## src/rtl/ping_pong_pkg.sv

```systemverilog
// ----------------------------------------------------------------------------
// ping_pong_pkg
// Shared definitions for the ping-pong buffer controller:
//   - addr_width / cnt_width : word-address and frame-counter widths for a bank
//   - bank_state_e           : coarse state of a bank (write side or read side)
// ----------------------------------------------------------------------------
package ping_pong_pkg;

  typedef enum logic [1:0] {
    EMPTY    = 2'd0,
    FILLING  = 2'd1,
    FULL     = 2'd2,
    DRAINING = 2'd3
  } bank_state_e;

  // Word address width inside one bank.
  function automatic int addr_width(input int depth);
    return (depth > 1) ? $clog2(depth) : 1;
  endfunction

  // Counters need one extra bit so that "count == DEPTH" is representable.
  function automatic int cnt_width(input int depth);
    return addr_width(depth) + 1;
  endfunction

endpackage

```

## src/rtl/ping_pong_ctrl_skid_buffer.sv

```systemverilog
// ----------------------------------------------------------------------------
// skid_buffer
// Two-entry valid/ready FIFO used as the output stage of ping_pong_ctrl.
// Ports:
//   clk, rst          : clock, asynchronous active-high reset
//   in_valid_i/in_ready_o/in_data_i    : upstream (capture) side
//   out_valid_o/out_ready_i/out_data_o : downstream (consumer) side
//   count_o           : current occupancy (0..2)
// ----------------------------------------------------------------------------
module skid_buffer #(
  parameter int BIT_LENGTH = 64
) (
  input  logic                  clk,
  input  logic                  rst,
  input  logic                  in_valid_i,
  output logic                  in_ready_o,
  input  logic [BIT_LENGTH-1:0] in_data_i,
  output logic                  out_valid_o,
  input  logic                  out_ready_i,
  output logic [BIT_LENGTH-1:0] out_data_o,
  output logic [1:0]            count_o
);

  logic [BIT_LENGTH-1:0] ent0_q, ent0_d;
  logic [BIT_LENGTH-1:0] ent1_q, ent1_d;
  logic [1:0]            count_q, count_d;
  logic                  push_s, pop_s;

  assign in_ready_o  = (count_q != 2'd2);
  assign out_valid_o = (count_q != 2'd0);
  assign out_data_o  = ent0_q;
  assign count_o     = count_q;

  // Entry 0 is always the head; entry 1 holds the second word when full.
  always_comb begin
    push_s  = in_valid_i && in_ready_o;
    pop_s   = out_valid_o && out_ready_i;
    ent0_d  = ent0_q;
    ent1_d  = ent1_q;
    count_d = count_q;
    case ({push_s, pop_s})
      2'b10: begin
        if (count_q == 2'd0) begin
          ent0_d = in_data_i;
        end else begin
          ent1_d = in_data_i;
        end
        count_d = count_q + 2'd1;
      end
      2'b01: begin
        ent0_d  = ent1_q;
        count_d = count_q - 2'd1;
      end
      2'b11: begin
        if (count_q == 2'd1) begin
          ent0_d = in_data_i;
        end else begin
          ent0_d = ent1_q;
          ent1_d = in_data_i;
        end
      end
      default: begin
        count_d = count_q;
      end
    endcase
  end

  // Storage and occupancy registers.
  always_ff @(posedge clk or posedge rst) begin
    if (rst) begin
      ent0_q  <= '0;
      ent1_q  <= '0;
      count_q <= 2'd0;
    end else begin
      ent0_q  <= ent0_d;
      ent1_q  <= ent1_d;
      count_q <= count_d;
    end
  end

endmodule

```

## src/rtl/ping_pong_ctrl.sv

```systemverilog
// ----------------------------------------------------------------------------
// ping_pong_ctrl
// Controller for a two-bank ping-pong buffer: a producer stream fills the
// write bank through port 1 while the consumer stream drains the other bank
// through port 2. Banks exchange once the write bank is full and every word of
// the read bank has been fetched into the output skid buffer.
// Ports:
//   clk, rst                    : clock, asynchronous active-high reset
//   wr_valid/wr_ready/wr_data   : producer stream
//   rd_valid/rd_ready/rd_data   : consumer stream
//   addr1, din1, we1            : buffer port 1 (write)
//   addr2, dout2                : buffer port 2 (read, dout2 one cycle later)
//   ping_pong                   : bank select, 1 = port 1 on ping
//   swap                        : one-cycle pulse on each bank exchange
// Optional macro PING_PONG_CTRL_LAST_EN adds wr_last (closes a short frame)
// and rd_last (flags the final word of each read frame).
// ----------------------------------------------------------------------------
module ping_pong_ctrl
  import ping_pong_pkg::*;
#(
  parameter int BIT_LENGTH = 64,
  parameter int DEPTH      = 16
) (
  input  logic                     clk,
  input  logic                     rst,
  input  logic                     wr_valid,
  output logic                     wr_ready,
  input  logic [BIT_LENGTH-1:0]    wr_data,
`ifdef PING_PONG_CTRL_LAST_EN
  input  logic                     wr_last,
  output logic                     rd_last,
`endif
  output logic                     rd_valid,
  input  logic                     rd_ready,
  output logic [BIT_LENGTH-1:0]    rd_data,
  output logic [$clog2(DEPTH)-1:0] addr1,
  output logic [BIT_LENGTH-1:0]    din1,
  output logic                     we1,
  output logic [$clog2(DEPTH)-1:0] addr2,
  input  logic [BIT_LENGTH-1:0]    dout2,
  output logic                     ping_pong,
  output logic                     swap
);

  localparam int AW = addr_width(DEPTH);
  localparam int CW = cnt_width(DEPTH);
  localparam logic [CW-1:0] FRAME_LEN = CW'(DEPTH);
`ifdef PING_PONG_CTRL_LAST_EN
  localparam int SW = BIT_LENGTH + 1;  // last flag travels with the word
`else
  localparam int SW = BIT_LENGTH;
`endif

  logic [CW-1:0] wr_cnt_q, wr_cnt_d;
  logic [CW-1:0] rd_cnt_q, rd_cnt_d;
  logic [CW-1:0] rd_len_q, rd_len_d;
  logic          ping_pong_q, ping_pong_d;
  logic          swap_q, swap_d;
  logic          inflight_q, inflight_d;
`ifdef PING_PONG_CTRL_LAST_EN
  logic          wr_closed_q, wr_closed_d;
  logic          inflight_last_q, inflight_last_d;
`endif

  bank_state_e   wr_state_s, rd_state_s;
  logic          wr_full_s, wr_fire_s, rd_left_s, issue_s, swap_s, pop_s;
  logic [1:0]    skid_count_s, occ_eff_s;
  logic          skid_in_ready_s;
  logic [SW-1:0] skid_in_data_s, skid_out_data_s;

  // Bank states, handshakes and read-issue decision.
  always_comb begin
`ifdef PING_PONG_CTRL_LAST_EN
    wr_full_s = (wr_cnt_q == FRAME_LEN) || wr_closed_q;
`else
    wr_full_s = (wr_cnt_q == FRAME_LEN);
`endif
    if (wr_full_s) begin
      wr_state_s = FULL;
    end else if (wr_cnt_q == '0) begin
      wr_state_s = EMPTY;
    end else begin
      wr_state_s = FILLING;
    end
    rd_left_s  = (rd_cnt_q != rd_len_q);
    rd_state_s = (rd_left_s || inflight_q) ? DRAINING : EMPTY;
    swap_s     = (wr_state_s == FULL) && (rd_state_s == EMPTY);
    wr_fire_s  = wr_valid && !wr_full_s;
    pop_s      = rd_valid && rd_ready;
    // Occupancy after this cycle's pop: counting the pop is what keeps the
    // pipeline at one word per cycle while never over-filling the skid.
    occ_eff_s  = skid_count_s - {1'b0, pop_s};
    issue_s    = rd_left_s && ((occ_eff_s + {1'b0, inflight_q}) < 2'd2)
                 && (skid_in_ready_s || pop_s);
  end

  // Next-state logic for counters, bank select and swap pulse.
  always_comb begin
    wr_cnt_d        = wr_cnt_q;
    rd_cnt_d        = rd_cnt_q;
    rd_len_d        = rd_len_q;
    ping_pong_d     = ping_pong_q;
    swap_d          = 1'b0;
    inflight_d      = issue_s;
`ifdef PING_PONG_CTRL_LAST_EN
    wr_closed_d     = wr_closed_q;
    inflight_last_d = issue_s && ((rd_cnt_q + CW'(1)) == rd_len_q);
`endif
    if (swap_s) begin
      // Swap never coincides with a write (bank full) or a read issue.
      ping_pong_d = ~ping_pong_q;
      swap_d      = 1'b1;
      wr_cnt_d    = '0;
      rd_cnt_d    = '0;
      rd_len_d    = wr_cnt_q;
`ifdef PING_PONG_CTRL_LAST_EN
      wr_closed_d = 1'b0;
`endif
    end else begin
      if (wr_fire_s) begin
        wr_cnt_d = wr_cnt_q + CW'(1);
      end else begin
        wr_cnt_d = wr_cnt_q;
      end
`ifdef PING_PONG_CTRL_LAST_EN
      if (wr_fire_s && wr_last) begin
        wr_closed_d = 1'b1;
      end else begin
        wr_closed_d = wr_closed_q;
      end
`endif
      if (issue_s) begin
        rd_cnt_d = rd_cnt_q + CW'(1);
      end else begin
        rd_cnt_d = rd_cnt_q;
      end
    end
  end

  // Controller state registers.
  always_ff @(posedge clk or posedge rst) begin
    if (rst) begin
      wr_cnt_q        <= '0;
      rd_cnt_q        <= '0;
      rd_len_q        <= '0;
      ping_pong_q     <= 1'b1;
      swap_q          <= 1'b0;
      inflight_q      <= 1'b0;
`ifdef PING_PONG_CTRL_LAST_EN
      wr_closed_q     <= 1'b0;
      inflight_last_q <= 1'b0;
`endif
    end else begin
      wr_cnt_q        <= wr_cnt_d;
      rd_cnt_q        <= rd_cnt_d;
      rd_len_q        <= rd_len_d;
      ping_pong_q     <= ping_pong_d;
      swap_q          <= swap_d;
      inflight_q      <= inflight_d;
`ifdef PING_PONG_CTRL_LAST_EN
      wr_closed_q     <= wr_closed_d;
      inflight_last_q <= inflight_last_d;
`endif
    end
  end

`ifdef PING_PONG_CTRL_LAST_EN
  assign skid_in_data_s = {inflight_last_q, dout2};
  assign rd_last        = skid_out_data_s[BIT_LENGTH];
`else
  assign skid_in_data_s = dout2;
`endif
  assign rd_data   = skid_out_data_s[BIT_LENGTH-1:0];
  assign wr_ready  = !wr_full_s;
  assign we1       = wr_fire_s;
  assign addr1     = wr_cnt_q[AW-1:0];
  assign din1      = wr_data;
  assign addr2     = rd_cnt_q[AW-1:0];
  assign ping_pong = ping_pong_q;
  assign swap      = swap_q;

  skid_buffer #(.BIT_LENGTH(SW)) u_skid (
    .clk        (clk),
    .rst        (rst),
    .in_valid_i (inflight_q),
    .in_ready_o (skid_in_ready_s),
    .in_data_i  (skid_in_data_s),
    .out_valid_o(rd_valid),
    .out_ready_i(rd_ready),
    .out_data_o (skid_out_data_s),
    .count_o    (skid_count_s)
  );

endmodule

```

## config.mk

```make
export PLATFORM = sky130hd
export DESIGN_NAME = ping_pong_ctrl
export DESIGN_NICKNAME = d
export VERILOG_FILES = /design/src/rtl/ping_pong_pkg.sv /design/src/rtl/ping_pong_ctrl_skid_buffer.sv /design/src/rtl/ping_pong_ctrl.sv
export SDC_FILE = /design/constraint.sdc
export NUM_CORES = 1
export LEC_CHECK = 0
export CORE_ASPECT_RATIO = 1.25
export CORE_MARGIN = 10
export CORE_UTILIZATION = 40
export CTS_CLUSTER_DIAMETER = 40
export DETAILED_ROUTE_END_ITERATION = 8
export PLACE_DENSITY = 0.74
export SYNTH_ARGS = -nofsm -noshare
export SYNTH_HDL_FRONTEND = slang
export SYNTH_SLANG_ARGS = --single-unit
```

## constraint.sdc

```tcl
create_clock -name clk -period 4.53 [get_ports clk]
set_input_delay 0.6795 -clock clk [delete_from_list [all_inputs] [get_ports clk]]
set_output_delay 0.6795 -clock clk [all_outputs]
set_load 0.005 [all_outputs]
```

==> qor.yml <==
outcome:
  status: "finished, final reports clean"
synthesis:
  synth_common_cells: "147 x dfrtp_1, 74 x buf_4, 72 x nand2_1"
  synth_top_area_cell: "dfrtp_1"
  netlist_area_mm2: 0.00693
  ys_ff_latch: 148
  synthTopCellsByArea: "dfrtp_1 53%, mux2_2 11%, mux2i_1 9.4%"
  yosysWarnings: 0
  avgSynthCellArea_um2: 11.7
  yosysSeqAreaShare_pct: 53.5
  synth-edff-count: 0
  yosysMostFrequentCell: "dfrtp_1"
  syn_inst: 594
  yosysUniqueCellTypes: 40
  async_flop_share_pct: 100
  synth_top_cell_area_share_pct: 53.1
  synth-main-ff-cell: "dfrtp_1"
  synth_nets: 732
sta:
  slew-limit-headroom_pct: 44.5
  finalHoldViolCount: 0
  worst_pin_slew_ps: 832
  setup_tns_ps: 0
  final.period_utilization_pct: 60.7
  skew_ps: 9.47
  setup_viol: 0
  period_minus_slack_ps: 2750
  timing.hold.ws_ps: 481
  maxSlewViolCount: 0
  max_freq_mhz: 364
  rsz0062_at_grt: "false"
clock_network:
  cts-resized-gates: 0
  numCtsBuffers: 17
  clock-sinks: 148
  path_clk_slew_ps: 60
  clockBufferDepth: 2
  cts-root-buf: "clkbuf_16"
  clock_latency_ps: 410
  ctsHoldBuffers: 0
  cts_max_level: 4
  postCtsSetupRepairBufs: 0
  cts_tree: "done"
pwr:
  seq_power_share_pct: 37.1
  cellLeakagePower_nw: 3.76
  clkPwrFrac_pct: 22.7
  vdd_ir_drop_max_mv: 0.506
  p_int_w: 0.00433
  powerDensity_mw_per_mm2: 747
  switching_power_w: 0.00213
  power_frac_comb_pct: 40.1
  p_sw_share_pct: 33.0
setup_path:
  cpMostUsedCell: "inv_1"
  critPathLaunchType: "flip-flop"
  critPathKind: "flip-flop to primary output"
  reg2reg_to: "u_skid.ent1_q[62]"
  end_kind: "primary output"
  crit_fanout: 6
  slowest_delay_ps: 510
  crit_chain: "inv_1 > ha_1 > nand4bb_1 > nand2_1 > inv_1 > clkdlybuf4s50_1"
  worstPathArrival_ps: 2070
  crit_required_ps: 3850
  r2r_cells: 6
  cp_num_buf_inv: 3
  r2r-start: "u_skid.count_o[0]"
  r2r_slack_ps: 1890
  crit_family: "buffers and inverters"
  cp_slowest_cell: "clkdlybuf4s50_1"
place:
  detailed_place_hpwl_mm: 11.9
  dp.cells: 864
  gp_congestion: 0.792
  io_buffer_count: 144
floorplan:
  dieArea_mm2: 0.0230
  die_y_um: 167
  core_mm2: 0.0169
  die_width_um: 138
  floorplan.initialDensity_pct: 41.0
  ios: 273
  std_cell_rows: 53
layout:
  final_nets: 801
  nFillCells: 1447
  drive_gt1_share_pct: 16.3
  synthToLayoutAreaGrowth_pct: 24.9
  antennaDiodeCount: 0
  stdcell_count: 896
routing:
  drt_pass1_iterations: 4
  wl_per_cell_um: 18.6
  drt_wl_total_mm: 16.7
  viasPerCell: 5.02
  dr_total_vias: 4497
  drc_errors: 0
  ant_nets: 0
  drt_iter0_drc: 181
global_route:
  grt_use_total_pct: 14.3
  antenna_found_initial: 0
  grt_remaining_overflow: 0
  grt_pass1_wl_mm: 26.4
  grt_pass1_vias: 5053
  grt_max_degree: 149
min_path:
  hold_end: "u_skid.out_data_o[9]"
  hold_depth: 2
  hold_class: "flip-flop to flip-flop"
  hp-start: "u_skid.out_data_o[9]"
flow_run:
  max-cap-violations: 0
==> state kept, by name, indices dropped and copies added, names as in the netlist <==
signal	flops
inflight_q	1
ping_pong	1
rd_cnt_q	5
rd_len_q	5
swap	1
u_skid.count_o	2
u_skid.ent1_q	64
u_skid.out_data_o	64
wr_cnt_q	5
==> kinds of logic after synthesis <==
family          after synthesis  share of synthesized area, %
mux                         130                          20.0
flops                       148                          53.5
buf+inv                     110                          10.8
simple gates                103                          6.43
fa+ha+maj                     6                          1.08
xor+xnor                     10                          1.26
compound gates               87                          6.97
==> worst register-to-register path, delay by kind of cell, from the launching register on <==
kind                       cells  cell delay, ps
adders and majority gates      1             260
buffers and inverters          2             550
DFF                            1             490
muxes                          1             300
and+or+nand+nor                2             920
==> worst max-delay path by stage <==
stage                start                 to  slack, ps  depth (start not counted)
2_1_floorplan          rst         inflight_q       1990                          1
3_3_place_gp      rd_ready  u_skid.ent1_q[53]       1850                          5
3_5_place_dp      rd_ready  u_skid.ent1_q[11]       1790                          5
4_1_cts        wr_cnt_q[0]                we1       1730                          6
5_1_grt        wr_cnt_q[0]                we1       1610                          6
6_report       wr_cnt_q[0]                we1       1780                          6
==> power by group through the flow <==
stage | combinational, W | sequential, W | clock (W)
after floorplan | 0.00167 | 0.00233 | 0
after global placement | 0.00253 | 0.00237 | 0
after detailed placement | 0.00264 | 0.00242 | 0
after CTS | 0.00265 | 0.00240 | 0.00151
after global routing | 0.00287 | 0.00247 | 0.00158
final | 0.00259 | 0.00240 | 0.00147
==> per-stage QoR <==
step	utilization [%]	instance area [um2]	total power [W]	setup WS [ps]
2_1_floorplan	-	6930	0.00400	1990
3_3_place_gp	47.5	8030	0.00490	1850
3_5_place_dp	47.5	8030	0.00506	1790
4_1_cts	51.2	8650	0.00657	1730
5_1_grt	51.2	8650	0.00692	1610
6_report	51.2	8650	0.00646	1780
==> routing by layer <==
metal  routed length, um  GRT usage [%]  part of all wire [%]
met5                   0          0.231                     0
met4                 682           7.54                   4.1
met3                1530           5.87                   9.2
met2                8330           24.1                    50
met1                6140           14.8                    37
==> placed cells by master, fill, tap and decap left out, drive strengths merged, types with 2 or more instances in the layout <==
cell	instances
o21ai	67
nand2b	2
and2	2
xor2	6
a21oi	7
ha	6
inv	15
nor2	13
nand4	3
buf	6
mux2i	65
clkbuf	17
clkinvlp	5
dfrtp	147
bufinv	3
mux2	65
xnor2	4
a211o	2
clkdlybuf4s50	144
nand2	72
nand3	3
clkinv	2
==> layout make-up <==
cell class                 instances  area (um2)  area share, %
multi-input combinational        336        2500           28.9
inverter                          10        41.3          0.477
timing repair buffer             150        1510           17.5
tap                              220         275           3.18
clock buffer                      17         425           4.92
clock inverter                    15         194           2.24
sequential                       148        3700           42.8
No activity file was read; power rests on OpenSTA's default activity.
